$ cat src/rtl/riot_bus_master.sv
// riot_bus_master
// Command-driven bus initiator for a RIOT (6532). It turns single-beat
// commands into exact one-cycle RIOT accesses, so side-effecting reads
// (timer, interrupt flags) happen exactly once per command.
//
// Ports
//   CLK, RES_n          clock (posedge) and asynchronous active-low reset
//   cmd_*               command channel (valid/ready), ops: 0 READ, 1 WRITE,
//                       2 POLL_IRQ, 3 FILL
//   rsp_*               response channel (valid/ready), read data + timeout
//   A, Dout, Din        RIOT address, write data, read data
//   CS, CS_n, R_W_n,
//   RS_n                RIOT selects and read/write strobe
//   IRQ_n               RIOT interrupt, same clock domain
//   dbg_state_o         current FSM state for observation
//
// Handshake: a transfer happens on the rising CLK edge where valid and
// ready are both high; valid, once raised, holds its payload stable until
// that edge, and ready never depends combinationally on valid.
module riot_bus_master (
    input  logic       CLK,
    input  logic       RES_n,
    input  logic       cmd_valid,
    output logic       cmd_ready,
    input  logic [1:0] cmd_op,
    input  logic       cmd_rs_n,
    input  logic [6:0] cmd_addr,
    input  logic [7:0] cmd_data,
    input  logic [7:0] cmd_len,
    output logic       rsp_valid,
    input  logic       rsp_ready,
    output logic [7:0] rsp_data,
    output logic       rsp_timeout,
    output logic [6:0] A,
    output logic [7:0] Dout,
    input  logic [7:0] Din,
    output logic       CS,
    output logic       CS_n,
    output logic       R_W_n,
    output logic       RS_n,
    input  logic       IRQ_n,
    output logic [2:0] dbg_state_o
);

    typedef enum logic [2:0] {
        ST_IDLE      = 3'd0,
        ST_ISSUE     = 3'd1,
        ST_CAPTURE   = 3'd2,
        ST_RESP      = 3'd3,
        ST_POLL_WAIT = 3'd4,
        ST_FILL      = 3'd5
    } state_t;

    localparam logic [1:0] OP_READ  = 2'd0;
    localparam logic [1:0] OP_WRITE = 2'd1;
    localparam logic [1:0] OP_POLL  = 2'd2;
    localparam logic [1:0] OP_FILL  = 2'd3;

    state_t      state_q;
    logic        cmd_ready_q;
    logic        rsp_valid_q;
    logic [7:0]  rsp_data_q;
    logic        rsp_timeout_q;
    logic        cs_q;
    logic        cs_n_q;
    logic        rwn_q;
    logic        rsn_q;
    logic [6:0]  a_q;
    logic [7:0]  dout_q;
    logic        op_rs_n_q;   // RS_n for deferred poll read / fill beats
    logic [6:0]  op_addr_q;   // poll address, or next fill address
    logic [7:0]  op_data_q;   // fill data
    logic [7:0]  beat_q;      // fill beats still to issue
    logic [15:0] tmo_cnt_q;
    logic        tmo_en_q;

    logic [15:0] tmo_cnt_d;
    logic [6:0]  op_addr_d;
    logic [7:0]  beat_d;

    assign tmo_cnt_d = tmo_cnt_q - 16'd1;
    assign op_addr_d = op_addr_q + 7'd1;   // 7-bit wrap 7F -> 00
    assign beat_d    = beat_q - 8'd1;

    always_ff @(posedge CLK or negedge RES_n) begin
        if (!RES_n) begin
            state_q       <= ST_IDLE;
            cmd_ready_q   <= 1'b0;
            rsp_valid_q   <= 1'b0;
            rsp_data_q    <= 8'h00;
            rsp_timeout_q <= 1'b0;
            cs_q          <= 1'b0;
            cs_n_q        <= 1'b1;
            rwn_q         <= 1'b1;
            rsn_q         <= 1'b1;
            a_q           <= 7'h00;
            dout_q        <= 8'h00;
            op_rs_n_q     <= 1'b1;
            op_addr_q     <= 7'h00;
            op_data_q     <= 8'h00;
            beat_q        <= 8'h00;
            tmo_cnt_q     <= 16'h0000;
            tmo_en_q      <= 1'b0;
        end else begin
            // Bus returns to idle every cycle unless a strobe is issued below,
            // which guarantees each access lasts exactly one cycle.
            cs_q        <= 1'b0;
            cs_n_q      <= 1'b1;
            rwn_q       <= 1'b1;
            rsn_q       <= 1'b1;
            a_q         <= 7'h00;
            dout_q      <= 8'h00;
            cmd_ready_q <= 1'b0;

            case (state_q)
                ST_IDLE: begin
                    cmd_ready_q <= 1'b1;
                    if (cmd_valid && cmd_ready_q) begin
                        cmd_ready_q <= 1'b0;
                        case (cmd_op)
                            OP_READ, OP_WRITE: begin
                                cs_q    <= 1'b1;
                                cs_n_q  <= 1'b0;
                                rwn_q   <= (cmd_op == OP_READ);
                                rsn_q   <= cmd_rs_n;
                                a_q     <= cmd_addr;
                                dout_q  <= (cmd_op == OP_WRITE) ? cmd_data : 8'h00;
                                state_q <= ST_ISSUE;
                            end
                            OP_POLL: begin
                                op_rs_n_q <= cmd_rs_n;
                                op_addr_q <= cmd_addr;
                                tmo_cnt_q <= {cmd_len, 8'h00};
                                tmo_en_q  <= (cmd_len != 8'h00);
                                state_q   <= ST_POLL_WAIT;
                            end
                            default: begin  // OP_FILL: first beat issues now
                                cs_q      <= 1'b1;
                                cs_n_q    <= 1'b0;
                                rwn_q     <= 1'b0;
                                rsn_q     <= cmd_rs_n;
                                a_q       <= cmd_addr;
                                dout_q    <= cmd_data;
                                op_rs_n_q <= cmd_rs_n;
                                op_addr_q <= cmd_addr + 7'd1;
                                op_data_q <= cmd_data;
                                beat_q    <= cmd_len;
                                state_q   <= ST_FILL;
                            end
                        endcase
                    end
                end

                ST_ISSUE: begin
                    // rwn_q still describes the strobe that just completed.
                    if (rwn_q) begin
                        state_q <= ST_CAPTURE;
                    end else begin
                        cmd_ready_q <= 1'b1;
                        state_q     <= ST_IDLE;
                    end
                end

                ST_CAPTURE: begin
                    rsp_data_q    <= Din;
                    rsp_timeout_q <= 1'b0;
                    rsp_valid_q   <= 1'b1;
                    state_q       <= ST_RESP;
                end

                ST_RESP: begin
                    if (rsp_ready) begin
                        rsp_valid_q <= 1'b0;
                        cmd_ready_q <= 1'b1;
                        state_q     <= ST_IDLE;
                    end
                end

                ST_POLL_WAIT: begin
                    // IRQ is checked first so it wins over a simultaneous timeout.
                    if (!IRQ_n) begin
                        cs_q    <= 1'b1;
                        cs_n_q  <= 1'b0;
                        rwn_q   <= 1'b1;
                        rsn_q   <= op_rs_n_q;
                        a_q     <= op_addr_q;
                        state_q <= ST_ISSUE;
                    end else if (tmo_en_q && (tmo_cnt_d == 16'h0000)) begin
                        tmo_cnt_q     <= tmo_cnt_d;
                        rsp_data_q    <= 8'h00;
                        rsp_timeout_q <= 1'b1;
                        rsp_valid_q   <= 1'b1;
                        state_q       <= ST_RESP;
                    end else begin
                        tmo_cnt_q <= tmo_cnt_d;
                    end
                end

                ST_FILL: begin
                    if (beat_q == 8'h00) begin
                        cmd_ready_q <= 1'b1;
                        state_q     <= ST_IDLE;
                    end else begin
                        cs_q      <= 1'b1;
                        cs_n_q    <= 1'b0;
                        rwn_q     <= 1'b0;
                        rsn_q     <= op_rs_n_q;
                        a_q       <= op_addr_q;
                        dout_q    <= op_data_q;
                        op_addr_q <= op_addr_d;
                        beat_q    <= beat_d;
                    end
                end

                default: state_q <= ST_IDLE;
            endcase
        end
    end

    assign cmd_ready   = cmd_ready_q;
    assign rsp_valid   = rsp_valid_q;
    assign rsp_data    = rsp_data_q;
    assign rsp_timeout = rsp_timeout_q;
    assign CS          = cs_q;
    assign CS_n        = cs_n_q;
    assign R_W_n       = rwn_q;
    assign RS_n        = rsn_q;
    assign A           = a_q;
    assign Dout        = dout_q;
    assign dbg_state_o = state_q;

endmodule

$ cat config.mk
export PLATFORM = sky130hd
export DESIGN_NAME = riot_bus_master
export DESIGN_NICKNAME = d
export VERILOG_FILES = /design/src/rtl/riot_bus_master.sv
export SDC_FILE = /design/constraint.sdc
export NUM_CORES = 1
export LEC_CHECK = 0
export BUFFER_PORTS_ARGS = -buffer_cell sky130_fd_sc_hd__buf_2
export CORE_MARGIN = 5
export CORE_UTILIZATION = 30
export DETAILED_ROUTE_END_ITERATION = 16
export PLACE_DENSITY = 0.61
export SLEW_MARGIN = 20
export SYNTH_ARGS = -nofsm -noshare
export SYNTH_HDL_FRONTEND = slang
export SYNTH_SLANG_ARGS = --single-unit
$ cat constraint.sdc
create_clock -name CLK -period 2.32 [get_ports CLK]
set_input_delay 0.348 -clock CLK [delete_from_list [all_inputs] [get_ports CLK]]
set_output_delay 0.348 -clock CLK [all_outputs]
set_load 0.1 [all_outputs]
## After elaboration in Yosys (flattened, before gate mapping)

Index checks and enable logic that the tools add are counted.

| storage, ports and cells | value |
|---|---|
| register bits | 74 |
| input bits | 39 |
| output and inout port bits | 33 |
| logic and storage cells | 122 |

| cells by class | value |
|---|---|
| add/subtract/negate cells | 4 |
| equal/unequal tests | 17 |
| multiplexer cells | 60 |
| bitwise operators | 2 |
| reduce and logical (&&, ||, !) cells | 22 |

Operator list:

| cell | number |
|---|---|
| $mux W8 | 8 |
| $pmux W8 S2 | 4 |
| $mux W16 | 3 |
| $mux W7 | 6 |
| $pmux W16 S2 | 1 |
| $pmux W7 S2 | 2 |
| $pmux W7 S3 | 1 |
| $reduce_and A4 Y1 | 5 |
| $mux W1 | 19 |
| $pmux W3 S6 | 1 |
| $logic_not A16 Y1 | 1 |
| $ne A2 B2 Y1 const B | 8 |
| $sub A16 B1 Y16 const B | 1 |
| $mux W3 | 5 |
| $add A7 B1 Y7 const B | 2 |
| $pmux W1 S3 | 4 |
| $reduce_and A3 Y1 | 4 |
| $logic_not A8 Y1 | 1 |
| $reduce_bool A8 Y1 | 1 |
| $sub A8 B1 Y8 const B | 1 |
| $eq A3 B2 Y1 const B | 2 |
| $eq A3 B3 Y1 const B | 2 |
| $pmux W1 S2 | 3 |
| $pmux W3 S2 | 1 |
| other kinds (15) | 19 |

## Logic depth before layout (Yosys ltp)

Gate-level depths: netlist of the first run.

| depth | value |
|---|---|
| word-level depth | 6 |
| depth in mapped cells | 9 |

## Least setup slack after synthesis of the first run

Ideal clock, no wire load.

| path | value |
|---|---|
| kind | register to register |
| start point | register state_q[0] (netlist: dbg_state_o[0]) |
| end point | register op_data_q[0] |
| setup time | 125 ps |
| arrival | 2,305 ps |
| data required time | 2,195 ps |
| setup slack | -110 ps |
| cell stages (with the launch flop) | 6 |
| clock period less this slack | 2,430 ps |
| path through | dfrtp_1 -> nor3_1 -> and2_1 -> o21ai_1 -> nor2_1 -> mux2_2 |

| on the way | value |
|---|---|
| cells in the longest elaborated chain, start to end | 2 |

RTL lines:

| what | line | text |
|---|---|---|
| from (decl) | 59 | `state_t state_q;` |
| from (signal assigned) | 87 | `state_q <= ST_IDLE;` |
| from (signal assigned) | 128 | `state_q <= ST_ISSUE;` |
| from (signal assigned) | 135 | `state_q <= ST_POLL_WAIT;` |
| $logic_not A3 Y1 | 115 | `case (state_q)` |
| $reduce_and A3 Y1 (no line) | - |  |
| to (signal assigned) | 146 | `op_data_q <= cmd_data;` |
| to (decl) | 72 | `logic [7:0] op_data_q;` |

No other way between the ends.
A chain may end at the register's enable or synchronous reset.

## Worst setup path in the final report of the first run

| path | value |
|---|---|
| start point | register tmo_cnt_q[10] |
| end point | register state_q[0] (netlist: dbg_state_o[0]) |

| on the way | value |
|---|---|
| cells in the longest elaborated chain, start to end | 5 |

RTL lines:

| what | line | text |
|---|---|---|
| from (decl) | 74 | `logic [15:0] tmo_cnt_q;` |
| from (signal assigned) | 133 | `tmo_cnt_q <= {cmd_len, 8'h00};` |
| from (signal assigned) | 189 | `tmo_cnt_q <= tmo_cnt_d;` |
| from (signal assigned) | 195 | `tmo_cnt_q <= tmo_cnt_d;` |
| $sub A16 B1 Y16 | 81 | `assign tmo_cnt_d = tmo_cnt_q - 16'd1;` |
| $logic_not A16 Y1 | 188 | `end else if (tmo_en_q && (tmo_cnt_d == 16'h0000)) begin` |
| $logic_and A1 B1 Y1 | 188 |  |
| $ne A3 B3 Y1 (no line) | - |  |
| $reduce_and A4 Y1 (no line) | - |  |
| to (signal assigned) | 187 | `state_q <= ST_ISSUE;` |
| to (signal assigned) | 193 | `state_q <= ST_RESP;` |
| to (signal assigned) | 202 | `state_q <= ST_IDLE;` |

No other way between the ends.

==> impl_metrics.ini, run 1 <==
[status]
status = finished, violations left
violations = hold timing

[floorplan]
die_width_um = 125
start_util = 0.309
core_sq_um = 12800
die_h_um = 125
io_pins = 72
rows = 41
dieArea_sq_um = 15500

[worst_setup_path]
worstPathCellList = or4_4 > or3_4 > or3_1 > and4_4 > buf_12 > a31o_2
crit_path_start_kind = register
r2r-end = dbg_state_o[0]
cp_top_family = simple AND/OR/NAND/NOR gates
rrSetupSlack_ns = 0.07
required_ns = 2.55
critPathBufInv = 1
r2r_cells = 6
worst-path-max-fanout = 13
crit_arrival_ns = 2.48
slowest_delay_ns = 0.54
cp-end-kind = register
cpMaxStageDelayCell = or4_4
r2r_start = tmo_cnt_q[10]
critPathKind = reg -> reg

[routing]
wirelength_um = 11300
vias_per_cell = 5.23
detail_route.drc_violations = 0
vias = 3591
drt-pass1-iter-count = 4
ant_nets = 0
wire_per_inst_um = 16.4
drtIter0Drc = 265

[synth]
async_reset_ff_frac = 1.00
synth_cell_types = 61
avgSynthCellArea_sq_um = 9.62
seq_area_frac_synth = 0.471
yosys_warnings = 0
synth_nets = 456
synth_top_flop_cell = dfrtp_1
synth_area_sq_um = 3950
ys_ff_latch = 74
syn-instance-count = 410
synth_edf_count = 0

[global_route]
grt_pass1_wl_um = 18100
grt_overflow = 0
grt_pass1_vias = 3544
globalRouteTotalUtil = 0.144
antenna_found_initial = 0
grt_max_degree = 40

[clock_tree]
clk_pin_slew_worst_paths_ns = 0.06
cts_buffer_depth = 2
clock_sink_count = 74
cts_root_buf = clkbuf_16
cts_tree = built
htreeDepth = 3
numCtsBuffers = 9
post_cts_buffers = 0
clk_latency_ns = 0.34

[timing]
layout_min_cycle_time_ns = 2.25
finalHoldViolations = 7
finalClockSkew_ns = 0.00916
max_freq_ghz = 0.445
period_share = 0.969
worstMarginPinSlew_ns = 0.689
slew_headroom = 0.539
final.setup.tns_ns = 0
rsz0062_at_grt = false
holdWs_ns = -0.0106
setup_viol = 0
drv_slew = 0

[place]
dp_hpwl_um = 8250
finalWeightedCongestion = 0.872
dp_cells = 671
port_buffers = 71

[layout]
final_common_cell = buf_2
final_nets = 556
fin_cells = 687
n_antenna_cell = 0
area_growth_pct = 28.8
num-fill-cells = 1252
final_cell_mix = buf_2 (70), dfrtp_1 (67), nand2_1 (38)
drive_gt1_frac = 0.305

[power_and_ir_drop]
p_leak_nw = 2.32
ir_drop_mv = 0.546
cellPowerDensity_nw_per_um2 = 1500

[flow_run]
maxCapViolCount = 0

[worst_hold_path]
hold_path_class = in -> async
[repair_timing]
item / CTS / global route
resized for setup: 0 / 10
hold buffers: 0 / 0
setup endpoints to repair: 0 / 21
[cells by family (layout without fill, tap and decap cells)]
logic type      Yosys count  after routing  synth area share
xor+xnor                  7              7            0.0155
compound gates          131            131             0.218
fa+ha+maj                 7              7            0.0222
flops                    74             74             0.471
buf+inv                  30            135            0.0314
simple gates            143            143             0.193
mux                      18             18            0.0488
[worst register-to-register path, cell delays in order (launching register included)]
cell	delay (ns)
dfrtp_1	0.38
or4_4	0.54
or3_4	0.35
or3_1	0.33
and4_4	0.20
buf_12	0.14
a31o_2	0.20
[per-layer routing]
layer | wire length [um] | up-vias | track usage
li1 | - | 1734 | -
met4 | 231 | 0 | 0.0613
met3 | 541 | 20 | 0.0360
met2 | 5340 | 106 | 0.230
met5 | 0 | - | 0
met1 | 5140 | 1731 | 0.186
[power by group]
part / switching (mW) / total (mW) / internal (mW)
registers: 0.381 / 2.21 / 1.83
clock network: 0.557 / 1.42 / 0.863
logic: 2.74 / 4.00 / 1.25
[worst max-delay path by stage]
| stage | to | slack [ns] | from | depth (start not counted) |
|---|---|---|---|---|
| 2_1_floorplan | rsp_data[0] | 0.006 | tmo_cnt_q[0] | 6 |
| 3_3_place_gp | dbg_state_o[0] | 0.04 | tmo_cnt_q[10] | 6 |
| 3_5_place_dp | dbg_state_o[0] | 0.02 | tmo_cnt_q[10] | 6 |
| 4_1_cts | dbg_state_o[0] | 0.02 | tmo_cnt_q[10] | 6 |
| 5_1_grt | dbg_state_o[0] | 0.004 | tmo_cnt_q[10] | 6 |
| 6_report | dbg_state_o[0] | 0.07 | tmo_cnt_q[10] | 6 |
[synth_stat cells (all sizes together) (4+ instances only)]
cell type,n,area share
nand2,38,0.036
o21ai,32,0.041
nor4,9,0.020
nand3,7,0.0089
a22o,15,0.033
clkbuf,18,0.017
xnor2,4,0.0089
inv,9,0.0086
nor2,33,0.031
o22ai,5,0.0079
o31ai,7,0.013
a21oi,34,0.043
or3,9,0.017
a31oi,4,0.0063
mux2,10,0.029
and3,5,0.0079
and2,5,0.0079
dfstp,4,0.027
nand3b,4,0.0076
ha,7,0.022
dfrtp,70,0.44
mux2i,8,0.020
o22a,5,0.011
nor3,12,0.015
[stage by stage]
step | power [mW] | setup WS [ns] | instance area, sq um | hold WS [ns] | util
CTS | 7.61 | 0.0191 | 5040 | 0.00164 | 0.395
floorplan | 5.14 | 0.00571 | 3950 | 0.0524 | -
finish | 7.63 | 0.0728 | 5080 | -0.0106 | 0.398
global placement | 6.08 | 0.0350 | 4750 | 0.371 | 0.372
global route | 8.07 | 0.00396 | 5080 | 0.0204 | 0.398
detailed placement | 6.16 | 0.0209 | 4750 | 0.372 | 0.372
[sequential cells by signal, indices dropped and copies added, names as in the netlist]
| signal | cells |
|---|---|
| dbg_state_o | 3 |
| tmo_cnt_q | 16 |
| beat_q | 8 |
| CS | 1 |
| op_addr_q | 7 |
| CS_n | 1 |
| A | 7 |
| Dout | 8 |
| RS_n | 1 |
| tmo_en_q | 1 |
| R_W_n | 1 |
| cmd_ready | 1 |
| op_data_q | 8 |
| rsp_timeout | 1 |
| rsp_valid | 1 |
| rsp_data | 8 |
| op_rs_n_q | 1 |
[final cells by class]
cell class / count / area (sq um) / area share
clock inverters: 4 / 51.3 / 0.0101
multi-input cells: 306 / 1990 / 0.392
inverters: 10 / 37.5 / 0.00739
clock buffers: 12 / 246 / 0.0485
repair buffers: 109 / 676 / 0.133
flip-flops and latches: 74 / 1860 / 0.366
well taps: 172 / 215 / 0.0424
No activity file was read; power rests on OpenSTA's default activity.
==> inputs of run 2 (changes only) <==
==> constraint.sdc (replaced) <==
create_clock -name CLK -period 2.05 [get_ports CLK]
set_input_delay 0.205 -clock CLK [delete_from_list [all_inputs] [get_ports CLK]]
set_output_delay 0.205 -clock CLK [all_outputs]
set_load 0.1 [all_outputs]
==> run 2 against run 1 <==
The run ends with setup timing left. Sequential power rose by 14%. Critical endpoint unchanged. Maximum frequency barely moved. Total power rose by 25%.
==> impl_metrics.ini, run 2 (same netlist as run 1, synthesis figures left out) <==
[worst_setup_path]
r2r-end = dbg_state_o[0]
cp_top_family = simple AND/OR/NAND/NOR gates
cpMaxStageDelayCell = or4_4
worst-path-max-fanout = 7
rrSetupSlack_ns = -0.20
r2r_start = tmo_cnt_q[7]
slowest_delay_ns = 0.56
worstPathCellList = or4_4 > or3_4 > or3_4 > and4_4 > a31o_2
cp_common_cell = or3_4
critPathKind = reg -> reg
required_ns = 2.28
crit_arrival_ns = 2.48
critPathBufInv = 0
crit_path_start_kind = register
r2r_cells = 5
cp-end-kind = register

[place]
dp_hpwl_um = 8460
finalWeightedCongestion = 0.859
port_buffers = 71
place_area_sq_um = 4920
place_ws_ns = -0.334

[routing]
route.met2.wl_um = 6050
wl_met1_um = 5230
vias = 3795
routed.top_layer = met4
drt-pass1-iter-count = 4
detail_route.drc_violations = 0
wirelength_um = 12200
drtIter0Drc = 232
ant_nets = 0
wl_met3_um = 782
wire_per_inst_um = 17.0
vias_per_cell = 5.29

[floorplan]
io_pins = 72
core_sq_um = 12800
rows = 41
die_width_um = 125
dieArea_sq_um = 15500
start_util = 0.309
die_h_um = 125

[status]
status = finished, violations left
violations = setup timing

[clock_tree]
htreeDepth = 3
numCtsBuffers = 9
clk_pin_slew_worst_paths_ns = 0.06
cts_buffer_depth = 2
clock_sink_count = 74
cts_tree = built
cts_root_buf = clkbuf_16
clk_latency_ns = 0.34

[layout]
top_register = tmo_cnt_q
num-fill-cells = 1243
final_cell_area_sq_um = 5590
n_antenna_cell = 0
final_nets = 587
drive_gt1_frac = 0.405
utilization = 0.437
final_common_cell = buf_2
area_growth_pct = 41.6
largest_reg_flops = 16
final_cell_mix = buf_2 (71), dfrtp_1 (66), buf_4 (56)

[worst_hold_path]
hold_path_end = Dout[4]
hold_path_class = in -> reg
worstHoldStart = cmd_data[4]
min_path_cells = 2

[global_route]
globalRouteTotalUtil = 0.154
antenna_found_initial = 0
grt_overflow = 0
grt_max_degree = 75
grt_pass1_vias = 3849
grt_pass1_wl_um = 19600

[power_and_ir_drop]
cellPowerDensity_nw_per_um2 = 1700
ir_drop_mv = 0.889
p_leak_nw = 2.54

[timing]
finalClockSkew_ns = 0.00737
drv_slew = 0
slew_headroom = 0.666
period_share = 1.10
finalHoldViolations = 0
setup_viol = 35
layout_min_cycle_time_ns = 2.25
max_freq_ghz = 0.445
worstMarginPinSlew_ns = 0.494
rsz0062_at_grt = true
setup_ws_ns = -0.199

[flow_run]
maxCapViolCount = 0
[run 2: cell types whose count changed in the layout (fill, tap and decap cells not counted), moves of 3 or more]
| cell | change |
|---|---|
| dfrtp_4 | +3 |
| a21oi_2 | +11 |
| buf_4 | +21 |
| o21ai_1 | +10 |
| nor3_1 | -4 |
| buf_6 | +4 |
| nor3_2 | +4 |
| a21oi_1 | -11 |
| o21ai_0 | -13 |
[run 2: repair_timing]
item                                    in CTS  in global routing
endpoints found under the setup margin      43                 51
pin swaps                                   15                 11
buffers inserted                             8                  1
gates cloned                                 2                  1
hold endpoints to repair                    70                  0
hold buffers                                 1                  0
gates resized for setup                     41                 30
[run 2: power by group]
| group | switching [mW] | internal, mW | total [mW] | leakage [nW] |
|---|---|---|---|---|
| Sequential | 0.439 | 2.09 | 2.53 | 0.914 |
| Combinational | 3.46 | 1.97 | 5.43 | 1.49 |
| Clock | 0.620 | 0.941 | 1.56 | 0.139 |
[run 2: routing by layer]
layer  GRT usage  vias up
met2       0.255      121
met1       0.192     1866
li1            -     1794
met5           0        -
met4      0.0496        0
met3      0.0476       14
[run 2: worst max-delay path by stage]
stage | endpoint | from | slack [ns] | cells after the start
2_1_floorplan | rsp_data[0] | tmo_cnt_q[0] | -0.25 | 6
3_3_place_gp | rsp_data[4] | tmo_cnt_q[10] | -0.27 | 6
3_5_place_dp | rsp_data[7] | tmo_cnt_q[10] | -0.33 | 6
4_1_cts | dbg_state_o[0] | tmo_cnt_q[7] | -0.19 | 5
5_1_grt | dbg_state_o[0] | beat_q[2] | -0.26 | 5
6_report | dbg_state_o[0] | tmo_cnt_q[7] | -0.20 | 5
[run 2: stage by stage]
step	TNS [ns]	cells	hold WS, ns	total power, mW
6_report	-2.88	718	0.0976	9.52
5_1_grt	-5.61	718	0.0964	10.1
4_1_cts	-2.76	717	0.0868	9.31
3_5_place_dp	-5.22	691	0.270	7.30
3_3_place_gp	-4.08	691	0.268	7.19
2_1_floorplan	-3.07	410	-0.0906	5.85
[run 2: final cells by class]
| type | count | area [sq um] | area share |
|---|---|---|---|
| Tap cell | 172 | 215 | 0.0385 |
| Sequential cell | 74 | 1870 | 0.335 |
| Timing Repair Buffer | 138 | 936 | 0.167 |
| Inverter | 10 | 37.5 | 0.00672 |
| Clock inverter | 5 | 56.3 | 0.0101 |
| Clock buffer | 11 | 233 | 0.0416 |
| Multi-Input combinational cell | 308 | 2240 | 0.401 |
